**src/rtl/thermostat_ctrl.sv**
```systemverilog
// Thermostat controller: hysteresis heat/cool FSM with compressor lockout and sensor watchdog.
// Define THERMO_COOL_EN to build the COOL state and cool_on drive; otherwise heating only.
module thermostat_ctrl #(
    parameter int unsigned SP_DEFAULT  = 22,
    parameter int unsigned SP_MIN      = 10,
    parameter int unsigned SP_MAX      = 35,
    parameter int unsigned HYST        = 1,
    parameter int unsigned MIN_OFF_CYC = 100_000_000,
    parameter int unsigned TIMEOUT_CYC = 200_000_000
) (
    input  logic       clk_100MHz,
    input  logic       reset_n,
    input  logic [7:0] temp_data,
    input  logic       temp_valid,
    input  logic       btn_up,
    input  logic       btn_down,
    output logic [7:0] setpoint,
    output logic       heat_on,
    output logic       cool_on,
    output logic       fan_on,
    output logic [2:0] state,
    output logic       sensor_fault
);

    localparam logic [2:0] ST_IDLE    = 3'd0;
    localparam logic [2:0] ST_HEAT    = 3'd1;
`ifdef THERMO_COOL_EN
    localparam logic [2:0] ST_COOL    = 3'd2;
`endif
    localparam logic [2:0] ST_LOCKOUT = 3'd3;
    localparam logic [2:0] ST_FAULT   = 3'd4;

    localparam int LW = $clog2(MIN_OFF_CYC + 1);
    localparam int WW = $clog2(TIMEOUT_CYC + 1);
    localparam logic [LW-1:0] LOCK_LAST = LW'(MIN_OFF_CYC - 1);
    localparam logic [WW-1:0] WD_LAST   = WW'(TIMEOUT_CYC - 1);
    localparam logic [8:0]    HYST9     = 9'(HYST);
    localparam logic [7:0]    SP_MIN8   = 8'(SP_MIN);
    localparam logic [7:0]    SP_MAX8   = 8'(SP_MAX);
    localparam logic [7:0]    SP_DEF8   = 8'(SP_DEFAULT);

    logic [7:0]    temp_q_r;
    logic          have_sample_r;
    logic          valid_q_r;
    logic [LW-1:0] lock_cnt_r;
    logic [WW-1:0] wd_cnt_r;
    logic [2:0]    next_state_s;
    logic [7:0]    sp_next_s;
    logic [8:0]    temp9_s;
    logic [8:0]    sp9_s;
    logic          heat_req_s;
    logic          wd_expire_s;
`ifdef THERMO_COOL_EN
    logic          cool_req_s;
`endif

    // Widen to 9 bits so setpoint +/- HYST can never wrap.
    assign temp9_s     = {1'b0, temp_q_r};
    assign sp9_s       = {1'b0, setpoint};
    assign heat_req_s  = have_sample_r && ((temp9_s + HYST9) <= sp9_s);
`ifdef THERMO_COOL_EN
    assign cool_req_s  = have_sample_r && (temp9_s >= (sp9_s + HYST9));
`endif
    // A sample arriving in the expiry cycle rescues the sensor.
    assign wd_expire_s = (wd_cnt_r == WD_LAST) && !temp_valid;

    // Next-state selection; watchdog expiry overrides every state.
    always_comb begin
        next_state_s = state;
        if (wd_expire_s) begin
            next_state_s = ST_FAULT;
        end else begin
            case (state)
                ST_IDLE: begin
                    if (heat_req_s) begin
                        next_state_s = ST_HEAT;
`ifdef THERMO_COOL_EN
                    end else if (cool_req_s) begin
                        next_state_s = ST_COOL;
`endif
                    end else begin
                        next_state_s = ST_IDLE;
                    end
                end
                ST_HEAT: begin
                    if (temp9_s >= sp9_s) next_state_s = ST_LOCKOUT;
                    else                  next_state_s = ST_HEAT;
                end
`ifdef THERMO_COOL_EN
                ST_COOL: begin
                    if (temp9_s <= sp9_s) next_state_s = ST_LOCKOUT;
                    else                  next_state_s = ST_COOL;
                end
`endif
                ST_LOCKOUT: begin
                    if (lock_cnt_r == LOCK_LAST) next_state_s = ST_IDLE;
                    else                         next_state_s = ST_LOCKOUT;
                end
                ST_FAULT: begin
                    if (valid_q_r) next_state_s = ST_LOCKOUT;
                    else           next_state_s = ST_FAULT;
                end
                default: next_state_s = ST_IDLE;
            endcase
        end
    end

    // Saturating setpoint adjust; both buttons together cancel.
    always_comb begin
        sp_next_s = setpoint;
        if (btn_up && !btn_down && (setpoint < SP_MAX8)) begin
            sp_next_s = setpoint + 8'd1;
        end else if (btn_down && !btn_up && (setpoint > SP_MIN8)) begin
            sp_next_s = setpoint - 8'd1;
        end else begin
            sp_next_s = setpoint;
        end
    end

    // Sample capture and one-cycle delayed strobe for FAULT exit.
    always_ff @(posedge clk_100MHz) begin
        if (!reset_n) begin
            temp_q_r      <= 8'd0;
            have_sample_r <= 1'b0;
            valid_q_r     <= 1'b0;
        end else begin
            valid_q_r <= temp_valid;
            if (temp_valid) begin
                temp_q_r      <= temp_data;
                have_sample_r <= 1'b1;
            end
        end
    end

    // Sensor watchdog, saturating at the expiry value.
    always_ff @(posedge clk_100MHz) begin
        if (!reset_n)                wd_cnt_r <= '0;
        else if (temp_valid)         wd_cnt_r <= '0;
        else if (wd_cnt_r != WD_LAST) wd_cnt_r <= wd_cnt_r + WW'(1);
    end

    // Lockout timer runs only while staying in LOCKOUT, so it is zero on entry.
    always_ff @(posedge clk_100MHz) begin
        if (!reset_n) begin
            lock_cnt_r <= '0;
        end else if ((state == ST_LOCKOUT) && (next_state_s == ST_LOCKOUT)) begin
            lock_cnt_r <= lock_cnt_r + LW'(1);
        end else begin
            lock_cnt_r <= '0;
        end
    end

    // Setpoint register.
    always_ff @(posedge clk_100MHz) begin
        if (!reset_n) setpoint <= SP_DEF8;
        else          setpoint <= sp_next_s;
    end

    // State and drive outputs, decoded from the next state so they align with state.
    always_ff @(posedge clk_100MHz) begin
        if (!reset_n) begin
            state        <= ST_IDLE;
            heat_on      <= 1'b0;
            cool_on      <= 1'b0;
            fan_on       <= 1'b0;
            sensor_fault <= 1'b0;
        end else begin
            state        <= next_state_s;
            heat_on      <= (next_state_s == ST_HEAT);
`ifdef THERMO_COOL_EN
            cool_on      <= (next_state_s == ST_COOL);
            fan_on       <= (next_state_s == ST_HEAT) || (next_state_s == ST_COOL);
`else
            cool_on      <= 1'b0;
            fan_on       <= (next_state_s == ST_HEAT);
`endif
            sensor_fault <= (next_state_s == ST_FAULT);
        end
    end

endmodule

```
**config.mk**
```make
export PLATFORM = sky130hd
export DESIGN_NAME = thermostat_ctrl
export DESIGN_NICKNAME = d
export VERILOG_FILES = /design/src/rtl/thermostat_ctrl.sv
export SDC_FILE = /design/constraint.sdc
export NUM_CORES = 1
export LEC_CHECK = 0
export ABC_CLOCK_PERIOD_IN_PS = 8100
export BUFFER_PORTS_ARGS = -buffer_cell sky130_fd_sc_hd__buf_2
export CORE_MARGIN = 4
export CORE_UTILIZATION = 60
export DETAILED_ROUTE_END_ITERATION = 12
export PLACE_DENSITY = 0.79
export SLEW_MARGIN = 5
export SYNTH_ARGS = -nofsm -noshare
export SYNTH_HDL_FRONTEND = slang
export SYNTH_SLANG_ARGS = --single-unit
export TNS_END_PERCENT = 50
```
**constraint.sdc**
```tcl
create_clock -name clk_100MHz -period 8.1 [get_ports clk_100MHz]
set_clock_uncertainty 0.15 [all_clocks]
set_input_delay 0.405 -clock clk_100MHz [delete_from_list [all_inputs] [get_ports clk_100MHz]]
set_output_delay 0.405 -clock clk_100MHz [all_outputs]
set_load 0.01 [all_outputs]
```
Word-level counts from Yosys, hierarchy flattened
Index checks and enable logic that the tools add are counted.
W data, S select, Z words.
{"block": "totals", "word_cells": 50, "reg_bits": 78, "output_inout_bits": 15}
{"block": "classes", "eq_ne": 9, "bitwise_logic": 1, "n_reduce_logical": 14, "addsub": 5, "muxes": 8, "n_lt_le_gt_ge": 4}
{"operator": "$add A28 B1 Y28 const B", "count": 1}
{"operator": "$eq A28 B28 Y1 const B", "count": 1}
{"operator": "$ne A28 B28 Y1 const B", "count": 1}
{"operator": "$add A27 B1 Y27 const B", "count": 1}
{"operator": "$eq A27 B27 Y1 const B", "count": 1}
{"operator": "$mux W8", "count": 2}
{"operator": "$pmux W3 S4", "count": 1}
{"operator": "$add A8 B1 Y9 const B", "count": 1}
{"operator": "$le A9 B8 Y1", "count": 1}
{"operator": "$add A8 B1 Y8 const B", "count": 1}
{"operator": "$ge A8 B8 Y1", "count": 1}
{"operator": "$gt A8 B4 Y1 const B", "count": 1}
{"operator": "$lt A8 B6 Y1 const B", "count": 1}
{"operator": "$sub A8 B1 Y8 const B", "count": 1}
{"operator": "$logic_and A1 B1 Y1", "count": 7}
{"operator": "$eq A3 B1 Y1 const B", "count": 2}
{"operator": "$eq A3 B2 Y1 const B", "count": 2}
{"operator": "$eq A3 B3 Y1 const B", "count": 2}
{"operator": "$mux W3", "count": 2}
{"operator": "$mux W2", "count": 2}
{"operator": "$logic_not A1 Y1", "count": 3}
{"operator": "$logic_not A3 Y1", "count": 1}
{"operator": "$reduce_and A2 Y1", "count": 1}
{"operator": "$reduce_bool A2 Y1", "count": 1}
{"operator": "3 further kinds", "count": 3}

Longest topological paths before layout
{"block": "depth", "word_depth": 9, "mapped_depth": 10, "ltp_nobuf": 10}

Worst setup path after synthesis
No wires, ideal clock.
{"block": "synth_path", "kind": "register to register", "startpoint": "register setpoint[0]", "endpoint": "register setpoint[6]", "synth_period_minus_slack_ns": 2.879, "required_ns": 7.880, "t_arrival_ns": 2.659, "path_slack_ns": 5.221, "stages_incl_launch_ff": 9, "setup_time_ns": 0.070, "path_cell_list": "dfxtp_1 > a2111oi_0 > o21ai_0 > ha_1 > a211oi_1 > nor2_1 > nor4b_1 > o41ai_1 > a21oi_1"}
{"block": "synth_via", "elab_chain_len": 3}
{"item": "start: declaration", "line_no": "17", "text": "output logic [7:0] setpoint,"}
{"item": "start signal: assignment", "line_no": "156", "text": "else setpoint <= sp_next_s;"}
{"item": "$sub A8 B1 Y8 (tied with other cells)", "line_no": "114", "text": "sp_next_s = setpoint - 8'd1;"}
{"item": "$mux W8 (tied with other cells)", "line_no": "113", "text": "end else if (btn_down && !btn_up && (setpoint > SP_MIN8)) begin"}
{"item": "$mux W8 or $reduce_bool A2 Y1 (tied branches)"}
Several ways; a longest one is shown, not always the timed one. The select of a mux whose other input is x is not followed.
A chain may end at the register's enable or synchronous reset.

Worst setup path in the final report
{"block": "layout_path", "startpoint": "register setpoint[0]", "endpoint": "register setpoint[7]"}
Same word-level chain as after synthesis.

==> flow_summary.ini <==
[status]
outcome = finished, final reports clean

[setup_path]
max_stage_delay_ns = 0.52
required_ns = 8.18
worstPathBufferInverterCount = 1
criticalPathCategory = reg -> reg
crit_fanout = 8
critPathTopFamily = compound AO/OA/AOI/OAI gates
start_kind = flop
cp-end-kind = flop
crit_path_top_delay_cell = dfxtp_1
crit_chain = a2111oi_0, o21ai_0, buf_4, ha_1, a21oi_1, o2111ai_1, o211ai_1, a211oi_1, a221o_1
arrival_ns = 2.89

[global_routing]
globalRouteOverflowTotal = 0
grt_max_degree = 28
grt_use_total_pct = 21.97
gr-usage-met1_pct = 29.36
grt_use_met2_pct = 35.71
grt_pass1_wl_um = 15430
use_met3_pct = 5.280
busiest_layer = met2
first_global_vias = 3356
antenna_found_initial = 0

[cts]
clkSlewWorstSetupHoldPaths_ns = 0.07
clockBufferDepth = 2
root_buffer = clkbuf_8
worstSkewPairLatency_ns = 0.35
clock-sinks = 78
cts_resized = 0
postCtsSetupBuffers = 0
cts_inserted_buffers = 9
cts_tree = built
cts_hold_buf = 0
htree_levels = 3

[pwr]
powerDensity_nw_per_um2 = 231.0
peakVddDrop_v = 0.0001840
p_switching_uw = 350.6
clkPwrFrac_pct = 29.4
p_leak_uw = 0.001710
finalPower_uw = 1078
combPwrFrac_pct = 29.7
p_int_uw = 727.1
seqPwrFrac_pct = 40.9
switching_share_pct = 32.53

[synthesis]
ys_seq_elements = 78
synth-async-reset-ratio_pct = 0
syn_area_um2 = 4298
ys_warn_count = 0
avgSynthCellArea_um2 = 8.494
synthCells = 506
synth_nets = 545
synth_edf_count = 0
ys.flop_type = dfxtp_1
yosys.cell_types.count = 56
ys_seq_area_share_pct = 36.33

[floorplanning]
start_util_pct = 62.57
io_pins = 28
die_area_um2 = 8581
fp.dieW_um = 92.64
die_y_um = 92.64
rows = 30
core_area_um2 = 6869

[finish]
drive_above_1_share_pct = 9.811
n_antenna_cell = 0
nets = 565
final-instance-count-excl-fill = 626
syn2layout_area_growth_pct = 8.559

[placed_design]
gp_congestion = 0.8513
dp_cells = 611
dp_hpwl_um = 6334
io_buffers = 26

[sta]
fin_crit_sh_pct = 34.65
final-hold-violation-count = 0
finalMaxSlewViolations = 0
rsz0062_at_grt = no
tightestPinTransition_ns = 0.6495
slew_headroom_pct = 56.65
fmax_mhz = 356.3
fin_setup_tns_ns = 0
layout_min_cycle_time_ns = 2.807
setup_viol = 0

[drt]
via_count = 3608
avgRoutedWirePerCell_um = 14.06
drc = 0
first_pass_iters = 4
ant_nets = 0
initialDrtViolationCount = 152
wl_um = 8804
vias_per_cell = 5.764

[job]
maxCapViolations = 0

[worst_hold_path]
hold_path.class = in -> reg
through the flow:
stage | worst slack, ns | area, um2 | hold WS (ns) | util [%]
after detailed placement | 5.353 | 4452 | 0.3004 | 64.81
after global routing | 4.984 | 4666 | 0.1542 | 67.92
after floorplan | 5.221 | 4298 | 0.2799 | -
after CTS | 5.302 | 4666 | 0.1323 | 67.92
final | 5.293 | 4666 | 0.1437 | 67.92
after global placement | 5.439 | 4452 | 0.2969 | 64.81
final cells by class:
type / instances / area [um2]
multi-input cells: 392 / 2561
flip-flops and latches: 78 / 1562
fillers: 569 / 2203
clock buffers: 12 / 145.1
clock inverters: 3 / 68.82
well taps: 96 / 120.1
repair buffers: 28 / 145.1
inverters: 17 / 63.81
flip-flops by register name (all words and copies together) (netlist names):
register       flops
setpoint           8
lock_cnt_r        27
fan_on             1
state              3
have_sample_r      1
valid_q_r          1
wd_cnt_r          28
sensor_fault       1
temp_q_r           8
placed cells by master, fill, tap and decap left out, types with 5 or more instances in the layout:
cell / count
dfxtp_1: 78
nor2_1: 71
nand2_1: 39
xnor2_1: 30
nand3_1: 26
buf_2: 26
ha_1: 25
a21oi_1: 19
xor2_1: 18
nor4_1: 18
inv_1: 17
o21ai_0: 13
nand4_1: 13
mux2i_1: 11
nor3_1: 10
clkbuf_8: 10
and3_1: 8
and4_1: 8
a211oi_1: 7
or3_1: 6
or4_1: 5
nand3b_1: 5
a31oi_1: 5
o211ai_1: 5
kinds of logic (layout without fill, tap and decap cells):
group | count (synthesis) | in the layout | synth area share, %
adders and majority gates | 26 | 26 | 7.744
and+or+nand+nor | 237 | 237 | 29.03
muxes | 11 | 11 | 2.562
other | 1 | 1 | 0.08725
xor gates and xnor gates | 48 | 48 | 9.782
buffers and inverters | 36 | 60 | 4.076
DFF | 78 | 78 | 36.33
AOI/OAI and AO/OA | 69 | 69 | 10.39
worst paths after layout:
path | end | slack, ns | startpoint | cells past startpoint
hold reg to reg | lock_cnt_r[0]$_SDFF_PN0_ | 0.33 | lock_cnt_r[0]$_SDFF_PN0_ | 1
setup / recovery | setpoint[7]$_SDFFE_PN0P_ | 5.29 | setpoint[0]$_SDFFE_PN0P_ | 9
hold / removal | temp_q_r[2]$_SDFFE_PN0P_ | 0.14 | temp_data[2] | 3
setup reg to reg | setpoint[7]$_SDFFE_PN0P_ | 5.29 | setpoint[0]$_SDFFE_PN0P_ | 9
cells in the mapped netlist (11+ instances only):
master | instances | share of area, %
xnor2_1 | 30 | 6.1
o21ai_0 | 13 | 1.5
inv_1 | 17 | 1.5
nor2_1 | 71 | 6.2
ha_1 | 25 | 7.3
dfxtp_1 | 78 | 36
xor2_1 | 18 | 3.7
mux2i_1 | 11 | 2.6
nand3_1 | 26 | 3.0
nand2_1 | 39 | 3.4
nor4_1 | 18 | 2.6
a21oi_1 | 19 | 2.2
nand4_1 | 13 | 1.9
worst register-to-register path: cells and delay by family, from the launching register on:
| family | cells | cell delay [ns] |
|---|---|---|
| compound gates | 7 | 1.53 |
| flops | 1 | 0.52 |
| buf+inv | 1 | 0.25 |
| fa+ha+maj | 1 | 0.23 |
routing by layer:
metal | up-vias | share of wire, %
met4 | 0 | 0.99
met2 | 65 | 46
li1 | 1859 | -
met3 | 8 | 4.1
met5 | - | 0
met1 | 1676 | 49
power groups by stage:
stage | logic [uW] | registers (uW) | clock network (uW)
global placement | 313 | 447 | 0
CTS | 319 | 440 | 327
finish | 320 | 441 | 317
global route | 366 | 446 | 340
floorplan | 232 | 449 | 0
detailed placement | 316 | 449 | 0
Note: power is estimated with default switching activity, not from simulation.
